<file path="src/rtl/seven_segment_display_ctrl.sv">
// Hex display controller: accepts a frame, scans digits MSB->LSB with leading-zero blanking,
// then commits all digits at once. Optional blinking enabled by defining SEVSEG_BLINK_EN.
module seven_segment_display_ctrl #(
    parameter int unsigned NUM_DIGITS = 8,
    parameter int unsigned BLINK_HALF = 25_000_000
) (
    input  logic                       clock,
    input  logic                       reset,
    input  logic                       load_valid,
    output logic                       load_ready,
    input  logic [NUM_DIGITS-1:0][3:0] value,
    input  logic [NUM_DIGITS-1:0]      en,
    input  logic                       lzb,
`ifdef SEVSEG_BLINK_EN
    input  logic [NUM_DIGITS-1:0]      blink_mask,
`endif
    output logic                       update_done,
    output logic [NUM_DIGITS-1:0][6:0] segment
);

    localparam int unsigned IDXW  = (NUM_DIGITS > 1) ? $clog2(NUM_DIGITS) : 1;
    localparam logic [6:0]  BLANK = 7'h7F;

    localparam logic [1:0] ST_IDLE   = 2'd0;
    localparam logic [1:0] ST_SCAN   = 2'd1;
    localparam logic [1:0] ST_COMMIT = 2'd2;

    logic [1:0]                 state;
    logic [IDXW-1:0]            idx;
    logic                       zrun;
    logic [NUM_DIGITS-1:0][3:0] sh_value;
    logic [NUM_DIGITS-1:0]      sh_en;
    logic [NUM_DIGITS-1:0][6:0] stage;
    logic [NUM_DIGITS-1:0][6:0] segment_reg;
    logic                       done_q;

    function automatic logic [6:0] glyph(input logic [3:0] nib);
        logic [6:0] g;
        case (nib)
            4'h0: g = 7'h40;
            4'h1: g = 7'h79;
            4'h2: g = 7'h24;
            4'h3: g = 7'h30;
            4'h4: g = 7'h19;
            4'h5: g = 7'h12;
            4'h6: g = 7'h02;
            4'h7: g = 7'h78;
            4'h8: g = 7'h00;
            4'h9: g = 7'h10;
            4'hA: g = 7'h08;
            4'hB: g = 7'h03;
            4'hC: g = 7'h46;
            4'hD: g = 7'h21;
            4'hE: g = 7'h06;
            default: g = 7'h0E;
        endcase
        return g;
    endfunction

    assign load_ready  = (state == ST_IDLE) && !reset;
    assign update_done = done_q;

    always_ff @(posedge clock) begin
        if (reset) begin
            state       <= ST_IDLE;
            idx         <= '0;
            zrun        <= 1'b0;
            sh_value    <= '0;
            sh_en       <= '0;
            stage       <= {NUM_DIGITS{BLANK}};
            segment_reg <= {NUM_DIGITS{BLANK}};
            done_q      <= 1'b0;
        end else begin
            done_q <= 1'b0;
            case (state)
                ST_IDLE: begin
                    if (load_valid) begin
                        sh_value <= value;
                        sh_en    <= en;
                        zrun     <= lzb;
                        idx      <= IDXW'(NUM_DIGITS - 1);
                        state    <= ST_SCAN;
                    end
                end
                ST_SCAN: begin
                    // zrun survives disabled digits; digit 0 always shows a glyph when enabled
                    if (!sh_en[idx]) begin
                        stage[idx] <= BLANK;
                    end else if (zrun && (sh_value[idx] == 4'h0) && (idx != '0)) begin
                        stage[idx] <= BLANK;
                    end else begin
                        stage[idx] <= glyph(sh_value[idx]);
                        zrun       <= 1'b0;
                    end
                    if (idx == '0) begin
                        state <= ST_COMMIT;
                    end else begin
                        idx <= idx - 1'b1;
                    end
                end
                ST_COMMIT: begin
                    segment_reg <= stage;
                    done_q      <= 1'b1;
                    state       <= ST_IDLE;
                end
                default: state <= ST_IDLE;
            endcase
        end
    end

`ifdef SEVSEG_BLINK_EN
    localparam int unsigned CNTW = (BLINK_HALF > 1) ? $clog2(BLINK_HALF) : 1;

    logic [CNTW-1:0]            blink_cnt;
    logic                       phase;
    logic                       phase_next;
    logic [NUM_DIGITS-1:0][6:0] seg_next;
    logic [NUM_DIGITS-1:0][6:0] segment_q;

    // Output register is fed from next-state values so commit latency is unchanged
    always_comb begin
        phase_next = (blink_cnt == CNTW'(BLINK_HALF - 1)) ? ~phase : phase;
        seg_next   = (state == ST_COMMIT) ? stage : segment_reg;
    end

    always_ff @(posedge clock) begin
        if (reset) begin
            blink_cnt <= '0;
            phase     <= 1'b0;
            segment_q <= {NUM_DIGITS{BLANK}};
        end else begin
            blink_cnt <= (blink_cnt == CNTW'(BLINK_HALF - 1)) ? '0 : blink_cnt + 1'b1;
            phase     <= phase_next;
            for (int i = 0; i < NUM_DIGITS; i++) begin
                segment_q[i] <= (blink_mask[i] && phase_next) ? BLANK : seg_next[i];
            end
        end
    end

    assign segment = segment_q;
`else
    assign segment = segment_reg;
`endif

endmodule
</file>
<file path="config.mk">
export PLATFORM = sky130hd
export DESIGN_NAME = seven_segment_display_ctrl
export DESIGN_NICKNAME = d
export VERILOG_FILES = /design/src/rtl/seven_segment_display_ctrl.sv
export SDC_FILE = /design/constraint.sdc
export NUM_CORES = 1
export LEC_CHECK = 0
export ABC_AREA = 1
export BUFFER_PORTS_ARGS = -buffer_cell sky130_fd_sc_hd__buf_2
export CAP_MARGIN = 40
export CORE_ASPECT_RATIO = 1.5
export CORE_MARGIN = 2
export CORE_UTILIZATION = 52
export DETAILED_ROUTE_END_ITERATION = 10
export PLACE_DENSITY = 0.76
export SYNTH_ARGS = -nofsm -noshare
export SYNTH_HDL_FRONTEND = slang
export SYNTH_SLANG_ARGS = --single-unit
</file>
<file path="constraint.sdc">
create_clock -name clock -period 2.5 [get_ports clock]
set_clock_uncertainty 0.1 [all_clocks]
set_input_delay 0.125 -clock clock [delete_from_list [all_inputs] [get_ports clock]]
set_output_delay 0.125 -clock clock [all_outputs]
set_load 0.01 [all_outputs]
</file>
==> metrics.csv, run 1 <==
stage,metric,value,unit
detailed_routing,drc violations,0,
timing,"Slew Viols, Final",0,
final_layout,"leading cell type in the layout, fill and taps excluded",nand2_1,
pwr,clock power share,32.7,%
detailed_routing,total number of vias,8153,
timing,Final Hold Viols,0,
clock_network,root buf cell,clkbuf_16,
pwr,Overall Power,7.926,mW
critical_path,CP endpoint kind,flip-flop,
critical_path,"Req. time, crit path",2.77,ns
pwr,Leak,4.697,nW
placement,hpwl dp,13.89,mm
critical_path,kind of cell adding the most delay to the critical path,simple AND/OR/NAND/NOR gates,
synthesis,"area leader, netlist",dfxtp_1,
synthesis,"Seq/Total Area, Yosys",40.70,%
synthesis,Mapped Nets,1224,
die,DIE AREA,0.01606,mm^2
detailed_routing,Routed Antenna Nets,0,
final_layout,# diodes,0,
grt,total track usage,26.94,%
placement,RePlAce Congestion,0.8978,
run_status,status,"finished, final reports clean",
grt,met1 Usage GRT,31.64,%
grt,first-pass GRT wire length,35.64,mm
detailed_routing,WL/cell,14.01,um
critical_path,critical path arrival,2.56,ns
critical_path,Critical Path Stages,13,
die,die height,154.2,um
synthesis,Netlist cell types,29,
pwr,Switching Share,35.16,%
synthesis,complex-gate fraction of the synthesized area,8.272,%
timing,post-layout min period,2.288,ns
final_layout,multi-input logic area,0.003930,mm^2
die,Starting Density,53.34,%
synthesis,synthesized cell area,0.007820,mm^2
synthesis,"FF+latch count, synth",159,
detailed_routing,initial DRC count,714,
critical_path,crit path buf inv count,3,
final_layout,synthesis-to-finish area growth,24.67,%
worst_hold_path,type of the worst min-delay path,in2reg,
synthesis,largest cells by area after synthesis,"dfxtp_1, nand2_1, nand3_1",
timing,relative slew slack,57.84,%
die,Core ar.,0.01466,mm^2
pwr,sequential share of power,37.9,%
job,maxcap violations,0,
timing,Post-Route Hold Slack,0.1009,ns
synthesis,Synth top area share,40.70,%
critical_path,critical path cell sequence,buf_4 > nor2_1 > nand3_1 > nand2_1 > inv_2 > nand2_4 > nand2_1 > nand2_1 > buf_4 > nand4_1 > nand2_1 > nand2_1 > nand2_1,
clock_network,clk buf depth,2,
critical_path,Worst path max stage delay,0.33,ns
critical_path,CP max-delay cell,dfxtp_1,
synthesis,post-synthesis cell count,1171,
final_layout,# fillers,1307,
final_layout,fin nets,1372,
critical_path,Worst Setup Path Type,reg2reg,
timing,Worst Tran Pin Value,0.6324,ns
clock_network,H-Tree Depth,4,
final_layout,most frequent cells in the layout,"nand2_1, dfxtp_1, buf_2",
clock_network,clk_lat worst skew,0.43,ns
detailed_routing,first drt pass iteration count,5,
placement,input/output buffers,101,
pwr,PwrDens,812.9,mW/mm^2
synthesis,multiplexer area fraction after synthesis,0,%
pwr,Internal Power,5.139,mW
synthesis,main combinational cell family by area after synthesis,simple AND/OR/NAND/NOR gates,
timing,Final period util,91.52,%
grt,GR Overflow Total,0,
detailed_routing,Via density,5.336,
synthesis,"Avg Cell Area, Syn",6.678,um^2
timing,Final setup viols,0,
grt,largest net degree at the start of global routing,72,
synthesis,Post-Synth XOR/XNOR Area,0,%
die,Die Wd,104.1,um
grt,vias in the first global route,7539,
synthesis,Synth Area in Adders,1.440,%
timing,Max Clock Freq,0.4371,GHz
pwr,Psw,2.787,mW
clock_network,Clock Sinks,159,
clock_network,cts bufs inserted,17,
critical_path,CP startpoint kind,flip-flop,
grt,initial antenna violation count,0,
grt,global-route layer with the greatest usage,met2,
worst_hold_path,hold path cells,3,
grt,GR Util met2,47.43,%
critical_path,worst r2r path cells,13,
die,FP Rows,54,
critical_path,Crit path top cell by count,nand2_1,
pwr,VDD IR max,471.0,uV
synthesis,yosys warns,0,
final_layout,Register Area,0.003184,mm^2
grt,met3 Resource Use GR,5.183,%
detailed_routing,routed wire length,21.41,mm
clock_network,Worst-path clk slew,0.07,ns
synthesis,Simple-Gate Fraction of Synth Area,39.97,%
die,I/O pins,102,
pwr,Logic pwr share,29.4,%
clock_network,CTS tree,yes,
final_layout,share of cells above drive strength 1,16.52,%
critical_path,peak fanout along the critical path,8,
-- through the flow --
step	setup TNS (ns)	cells	cell area (um^2)	util (%)	worst slack, ns
2_1_floorplan	0	1171	7820	-	0.02880
3_3_place_gp	0	1447	8591	58.59	0.08813
3_5_place_dp	-0.02073	1447	8591	58.59	-0.01417
4_1_cts	0	1521	9604	65.51	0.01328
5_1_grt	-0.01727	1528	9749	66.50	-0.01727
6_report	0	1528	9749	66.50	0.2120
-- worst register-to-register path, delay by kind of cell, from the launching register on --
family	cells	cell delay [ns]
buffers and inverters	3	0.41
flip-flops	1	0.33
AND/OR/NAND/NOR	10	1.38
-- cells in the mapped netlist --
cell / number
a21oi_1: 25
a31oi_1: 3
buf_1: 5
buf_2: 7
buf_4: 3
buf_6: 13
clkbuf_1: 32
clkinv_1: 38
dfxtp_1: 159
ha_1: 9
inv_1: 62
inv_2: 9
nand2_1: 457
nand2_2: 8
nand2_4: 2
nand2_8: 1
nand3_1: 101
nand3_2: 3
nand3_4: 2
nand4_1: 71
nand4_4: 1
nor2_1: 50
nor2_2: 2
nor2_4: 1
nor2_8: 2
nor3_1: 6
o211ai_1: 3
o21ai_0: 76
o21ai_1: 20
-- layer usage --
layer	routed length, um	share of wire (%)
met1	8617	40
met2	10710	50
met3	1291	6.0
met4	791	3.7
met5	0	0
-- what timing repair did --
action                     CTS  global route
cloned                       0             4
setup buffers                0             3
hold endpoints to repair    46             0
hold buffers                42             0
setup endpoints to repair   10            57
gates resized for setup      1            17
pin swaps                    0             3
-- path summary, 6_finish.rpt --
kind | endpoint | slack [ns] | start
max | stage[12] | 0.21 | idx[1]
min | sh_value[22] | 0.10 | load_valid
max reg2reg | stage[12] | 0.21 | idx[1]
min reg2reg | sh_value[30] | 0.36 | sh_value[30]
-- power by group through the flow --
stage	clock network [mW]	logic [mW]	registers [mW]
detailed placement	0	2.11	3.05
finish	2.59	2.33	3.01
floorplan	0	1.54	3.01
global placement	0	2.07	3.05
global route	2.73	2.60	3.03
CTS	2.62	2.18	3.00
-- cell type report --
class / count / area share (%)
clock buffer: 20 / 4.787
clock inverter: 12 / 1.258
inverter: 109 / 4.248
multi-input combinational: 844 / 40.31
sequential: 159 / 32.66
tap: 196 / 2.515
timing repair buffer: 188 / 14.22
-- cells by family (layout without fill, tap and decap cells) --
group                    count (synthesis)  count (layout)
flip-flops                             159             159
AND/OR/NAND/NOR                        707             708
adder cells (fa/ha/maj)                  9               9
buffers and inverters                  169             329
AO/OA/AOI/OAI                          127             127
No activity file was read; power rests on OpenSTA's default activity.
==> run 2, diff against run 1 <==
--- a/config.mk
+++ b/config.mk
@@ -11,6 +11,7 @@
 export CORE_ASPECT_RATIO = 1.5
 export CORE_MARGIN = 2
 export CORE_UTILIZATION = 52
+export CTS_CLUSTER_SIZE = 28
 export DETAILED_ROUTE_END_ITERATION = 10
 export PLACE_DENSITY = 0.76
 export SYNTH_ARGS = -nofsm -noshare
==> constraint.sdc (replaced) <==
create_clock -name clock -period 2.5 [get_ports clock]
set_clock_uncertainty 0.1 [all_clocks]
set_input_delay 0 -clock clock [delete_from_list [all_inputs] [get_ports clock]]
set_output_delay 0 -clock clock [all_outputs]
set_load 0.01 [all_outputs]
==> run 2 against run 1 <==
Net effect:
- critical path depth is 1 lower
- critical path type unchanged
- utilization is 0.57 points lower
- total power is 2.0% lower
- critical endpoint is now idx[2]
==> metrics.csv, run 2 (synthesis results as in run 1) <==
stage,metric,value,unit
die,Die Wd,104.1,um
worst_hold_path,type of the worst min-delay path,in2reg,
detailed_routing,initial DRC count,932,
die,die height,154.2,um
timing,Final Hold Viols,0,
pwr,PwrDens,803.8,mW/mm^2
run_status,status,"finished, final reports clean",
pwr,VDD IR max,513.3,uV
die,FP Rows,54,
critical_path,Worst Setup Path Type,reg2reg,
placement,RePlAce Congestion,0.8901,
critical_path,CP max-delay cell,dlygate4sd3_1,
final_layout,Register Area,0.003183,mm^2
timing,RSZ-0062 raised after global routing,yes,
critical_path,critical path cell sequence,inv_2 > buf_6 > ha_1 > inv_1 > nor2_2 > inv_1 > nand2_1 > nand2_1 > nand2_1 > nand2_1 > a31oi_1 > dlygate4sd3_1,
die,I/O pins,102,
worst_hold_path,hold path cells,4,
grt,first-pass GRT wire length,36.03,mm
timing,"Slew Viols, Final",0,
clock_network,Clock Sinks,159,
clock_network,clk buf depth,2,
clock_network,root buf cell,clkbuf_16,
clock_network,H-Tree Depth,4,
critical_path,Critical Path Stages,12,
grt,vias in the first global route,7395,
final_layout,most frequent cells in the layout,"nand2_1, dfxtp_1, nand3_1, buf_2, o21ai_0",
final_layout,fin util,65.92,%
critical_path,CP startpoint kind,flip-flop,
final_layout,multi-input logic area,0.003928,mm^2
clock_network,clk_lat worst skew,0.43,ns
detailed_routing,first drt pass iteration count,7,
detailed_routing,total number of vias,8110,
timing,relative slew slack,59.65,%
pwr,Leak,4.652,nW
pwr,Overall Power,7.769,mW
critical_path,worst r2r path cells,12,
clock_network,Worst-path clk slew,0.06,ns
detailed_routing,Via density,5.315,
final_layout,"leading cell type in the layout, fill and taps excluded",nand2_1,
detailed_routing,Routed Antenna Nets,0,
placement,hpwl dp,13.78,mm
job,maxcap violations,0,
final_layout,fin nets,1370,
detailed_routing,drc violations,0,
final_layout,synthesis-to-finish area growth,23.60,%
critical_path,CP endpoint kind,flip-flop,
critical_path,kind of cell adding the most delay to the critical path,buffers and inverters,
critical_path,Worst path max stage delay,0.56,ns
die,Starting Density,53.34,%
timing,Worst Tran Pin Value,0.6052,ns
grt,GR Overflow Total,0,
die,Core ar.,0.01466,mm^2
final_layout,share of cells above drive strength 1,15.79,%
die,DIE AREA,0.01606,mm^2
critical_path,Crit path top cell by count,nand2_1,
critical_path,critical path arrival,2.64,ns
critical_path,peak fanout along the critical path,15,
grt,total track usage,27.19,%
final_layout,# diodes,0,
timing,Final setup viols,0,
clock_network,cts bufs inserted,17,
placement,input/output buffers,101,
critical_path,"Req. time, crit path",2.77,ns
timing,Max Clock Freq,0.4222,GHz
timing,post-layout min period,2.369,ns
detailed_routing,routed wire length,21.59,mm
final_layout,# fillers,1326,
grt,initial antenna violation count,0,
critical_path,crit path buf inv count,5,
detailed_routing,WL/cell,14.15,um
grt,largest net degree at the start of global routing,72,
timing,Final period util,94.75,%
clock_network,CTS tree,yes,
==> run 2: metrics by stage <==
| step | setup TNS, ns | worst slack, ns | hold slack, ns | instances | cell area [um^2] |
|---|---|---|---|---|---|
| final | 0 | 0.1312 | 0.2571 | 1526 | 9666 |
| after floorplan | 0 | 0.02880 | 0.06668 | 1171 | 7820 |
| after global routing | -0.1470 | -0.02446 | 0.2805 | 1526 | 9666 |
| after CTS | 0 | 0.05341 | 0.2486 | 1523 | 9579 |
| after global placement | 0 | 0.05881 | 0.1505 | 1442 | 8528 |
| after detailed placement | -0.01868 | -0.007620 | 0.1548 | 1442 | 8528 |
==> run 2: what timing repair did <==
| item | CTS | global route |
|---|---|---|
| hold buffers | 49 | 0 |
| gates resized for setup | 1 | 19 |
| setup buffers | 0 | 3 |
| setup endpoints to repair | 12 | 56 |
| endpoints found under the hold margin | 46 | 0 |
| pin swaps | 0 | 2 |
==> run 2: final cells by class <==
cell class                      count  share of cell area, %
Clock buffer                       20                  4.621
Sequential cell                   159                  32.93
Tap cell                          196                  2.537
Multi-Input combinational cell    843                  40.63
Timing Repair Buffer              187                  13.86
Inverter                          109                  4.259
Clock inverter                     12                  1.152
==> run 2: path summary, 6_finish.rpt <==
| kind | to | startpoint | slack, ns |
|---|---|---|---|
| worst max register to register | idx[2] | idx[0] | 0.13 |
| worst max-delay path | idx[2] | idx[0] | 0.13 |
| worst min-delay path | sh_value[13] | value[13] | 0.26 |
| worst min register to register | sh_value[6] | sh_value[6] | 0.36 |
==> run 2: report_power, final <==
group	switching [mW]	internal [mW]
Clock	1.08	1.40
Combinational	1.46	0.818
Sequential	0.196	2.81
==> run 2: per-layer routing <==
layer | up-vias | global-route usage (%) | part of all wire (%)
met3 | 53 | 4.846 | 6.0
met4 | 0 | 9.202 | 2.6
li1 | 4074 | - | -
met5 | - | 0 | 0
met1 | 3681 | 33.49 | 41
met2 | 302 | 47.84 | 50
==> run 2: tightest hold or removal path, cell delays in order <==
cell	delay (ns)
dlygate4sd3_1	0.52
buf_2	0.09
o21ai_0	0.07
nor2_1	0.07
==> run 3, diff against run 2 <==
--- a/config.mk
+++ b/config.mk
@@ -8,12 +8,14 @@
 export ABC_AREA = 1
 export BUFFER_PORTS_ARGS = -buffer_cell sky130_fd_sc_hd__buf_2
 export CAP_MARGIN = 40
+export CELL_PAD_IN_SITES_DETAIL_PLACEMENT = 0
+export CELL_PAD_IN_SITES_GLOBAL_PLACEMENT = 2
 export CORE_ASPECT_RATIO = 1.5
 export CORE_MARGIN = 2
-export CORE_UTILIZATION = 52
+export CORE_UTILIZATION = 29
 export CTS_CLUSTER_SIZE = 28
 export DETAILED_ROUTE_END_ITERATION = 10
-export PLACE_DENSITY = 0.76
+export PLACE_DENSITY_LB_ADDON = 0.1
 export SYNTH_ARGS = -nofsm -noshare
 export SYNTH_HDL_FRONTEND = slang
 export SYNTH_SLANG_ARGS = --single-unit
==> run 3 against run 2 <==
Net effect:
- worst setup slack better by 0.094 ns
- register-to-register slack gained 0.09 ns
- first-iteration DRC count fell by 54%
- clock-buffer cell count up 4
- sequential share of layout area is 1.8 points lower
- global-route usage decreased by 8.9 points
- total power up 7.4%
- combinational power is 15% higher
- cell count grew 11%
- utilization down 27 points
- wire length grew 23%
- clock power increased by 8.9%
- largest cell class unchanged
- largest power group unchanged
==> metrics.csv, run 3 (synthesis results as in run 1) <==
stage,metric,value,unit
worst_hold_path,type of the worst min-delay path,in2reg,
die,Core ar.,0.02649,mm^2
timing,TNS Setup,0,ns
clock_network,H-Tree Depth,4,
critical_path,CP startpoint kind,flip-flop,
critical_path,"Req. time, crit path",2.78,ns
timing,Final period util,91.01,%
detailed_routing,Top Layer Used,met4,
detailed_routing,Post-Route M1 WL,11.77,mm
timing,Worst Tran Pin Value,0.6771,ns
detailed_routing,Via density,4.671,
clock_network,clk_lat worst skew,0.44,ns
final_layout,share of cells above drive strength 1,18.09,%
timing,RSZ-0062 raised after global routing,no,
placement,RePlAce Congestion,0.8009,
grt,GR Overflow Total,0,
placement,input/output buffers,101,
timing,post-layout min period,2.275,ns
grt,total track usage,18.29,%
critical_path,crit path buf inv count,4,
final_layout,most frequent cells in the layout,"nand2_1, dfxtp_1, nand3_1, buf_2, o21ai_0",
worst_hold_path,hold path cells,4,
timing,relative slew slack,54.75,%
timing,"Slew Viols, Final",0,
pwr,Leak,4.862,nW
critical_path,Worst Setup Path Type,reg2reg,
final_layout,# diodes,0,
critical_path,worst r2r path cells,18,
detailed_routing,met3 routed WL,673,um
critical_path,kind of cell adding the most delay to the critical path,simple AND/OR/NAND/NOR gates,
die,Starting Density,29.52,%
detailed_routing,initial DRC count,429,
detailed_routing,Routed Antenna Nets,0,
critical_path,Worst path max stage delay,0.36,ns
critical_path,peak fanout along the critical path,9,
timing,Final Hold Viols,0,
detailed_routing,routed wire length,26.53,mm
final_layout,fin nets,1402,
clock_network,cts bufs inserted,17,
critical_path,critical path arrival,2.55,ns
critical_path,critical path cell sequence,buf_6 > nand2_1 > nand2_1 > nand2_1 > nand2_1 > nand2_1 > nand2_1 > inv_2 > ha_4 > nand2_2 > nor2_4 > nand3_4 > nand2_8 > inv_1 > nand2_2 > buf_6 > nand3_1 > nand2_1,
critical_path,R2R Setup Slk,0.22,ns
critical_path,CP max-delay cell,dfxtp_4,
critical_path,Crit path top cell by count,nand2_1,
detailed_routing,total number of vias,7927,
final_layout,fin util,38.64,%
grt,initial antenna violation count,0,
pwr,VDD IR max,552.3,uV
final_layout,synthesis-to-finish area growth,30.88,%
grt,largest net degree at the start of global routing,79,
detailed_routing,WL met2,13.48,mm
detailed_routing,first drt pass iteration count,5,
grt,first-pass GRT wire length,41.23,mm
job,maxcap violations,0,
die,die height,205.1,um
die,I/O pins,102,
detailed_routing,drc violations,0,
timing,Final setup viols,0,
die,FP Rows,73,
die,Die Wd,138.1,um
detailed_routing,WL/cell,15.64,um
worst_hold_path,Min-Delay Endpoint,sh_value[25],
timing,Max Clock Freq,0.4395,GHz
final_layout,"leading cell type in the layout, fill and taps excluded",nand2_1,
clock_network,Worst-path clk slew,0.06,ns
grt,vias in the first global route,7741,
critical_path,r2r endpoint,stage[23],
die,DIE AREA,0.02832,mm^2
critical_path,CP endpoint kind,flip-flop,
placement,hpwl dp,17.31,mm
clock_network,root buf cell,clkbuf_16,
critical_path,CP Launch Point,idx[0],
clock_network,clk buf depth,2,
run_status,status,"finished, final reports clean",
critical_path,reg-to-reg startpoint,idx[0],
clock_network,Clock Sinks,159,
worst_hold_path,hold_sp,value[25],
pwr,PwrDens,815.1,mW/mm^2
clock_network,CTS tree,yes,
## run 3: cell count changes in the layout (fill, tap and decap cells not counted), moves of 3 or more
cell	previous run	this run
nand2_2	11	14
inv_6	3	0
buf_6	1	5
buf_4	31	58
clkbuf_16	17	20
dlygate4sd3_1	49	44
nand2_1	451	448
## run 3: final cells by class
| class | count | area (um^2) |
|---|---|---|
| Fill cell | 2912 | 16250 |
| Clock buffer | 24 | 481.7 |
| Clock inverter | 6 | 107.6 |
| Sequential cell | 159 | 3187 |
| Tap cell | 337 | 421.7 |
| Multi-Input combinational cell | 844 | 3963 |
| Inverter | 109 | 414.1 |
| Timing Repair Buffer | 218 | 1660 |
## run 3: worst max path at each step
stage,slack [ns],to,cells past startpoint
floorplan,0.03,stage[52],19
global placement,-0.005,stage[1],18
detailed placement,-0.05,stage[54],18
CTS,0.006,stage[54],18
global route,0.02,stage[30],18
finish,0.22,stage[23],18
## run 3: metal layers
layer	GRT usage, %	up-vias
met5	0	-
met2	32.73	133
li1	-	4144
met1	22.13	3622
met3	2.805	28
met4	6.778	0
## run 3: tightest hold or removal path: stages
cell and delay [ns]:
dlygate4sd3_1 0.51, buf_2 0.09, o21ai_0 0.07, nor2_1 0.07
## run 3: where the power goes
group          total [mW]  switching, mW  internal, mW
Sequential           3.01          0.200          2.81
Clock                2.70           1.06          1.64
Combinational        2.63           1.59          1.05
## run 3: timing repair
item / in CTS / in global routing
pin swaps: 0 / 5
gates resized for setup: 2 / 22
endpoints found under the setup margin: 54 / 57
buffers inserted: 0 / 3
hold buffers: 44 / 0
gates cloned: 0 / 7
endpoints found under the hold margin: 48 / 0
## run 3: per-stage QoR
step / power (mW) / cells / cell area (um^2) / hold slack, ns / setup slack, ns
global placement: 5.473 / 1613 / 8980 / 0.1527 / -0.004664
global route: 8.898 / 1697 / 10230 / 0.2332 / 0.01806
floorplan: 4.551 / 1171 / 7820 / 0.06668 / 0.02880
detailed placement: 5.478 / 1613 / 8980 / 0.1540 / -0.05202
finish: 8.342 / 1697 / 10230 / 0.2367 / 0.2248
CTS: 8.265 / 1687 / 10020 / 0.2210 / 0.005625
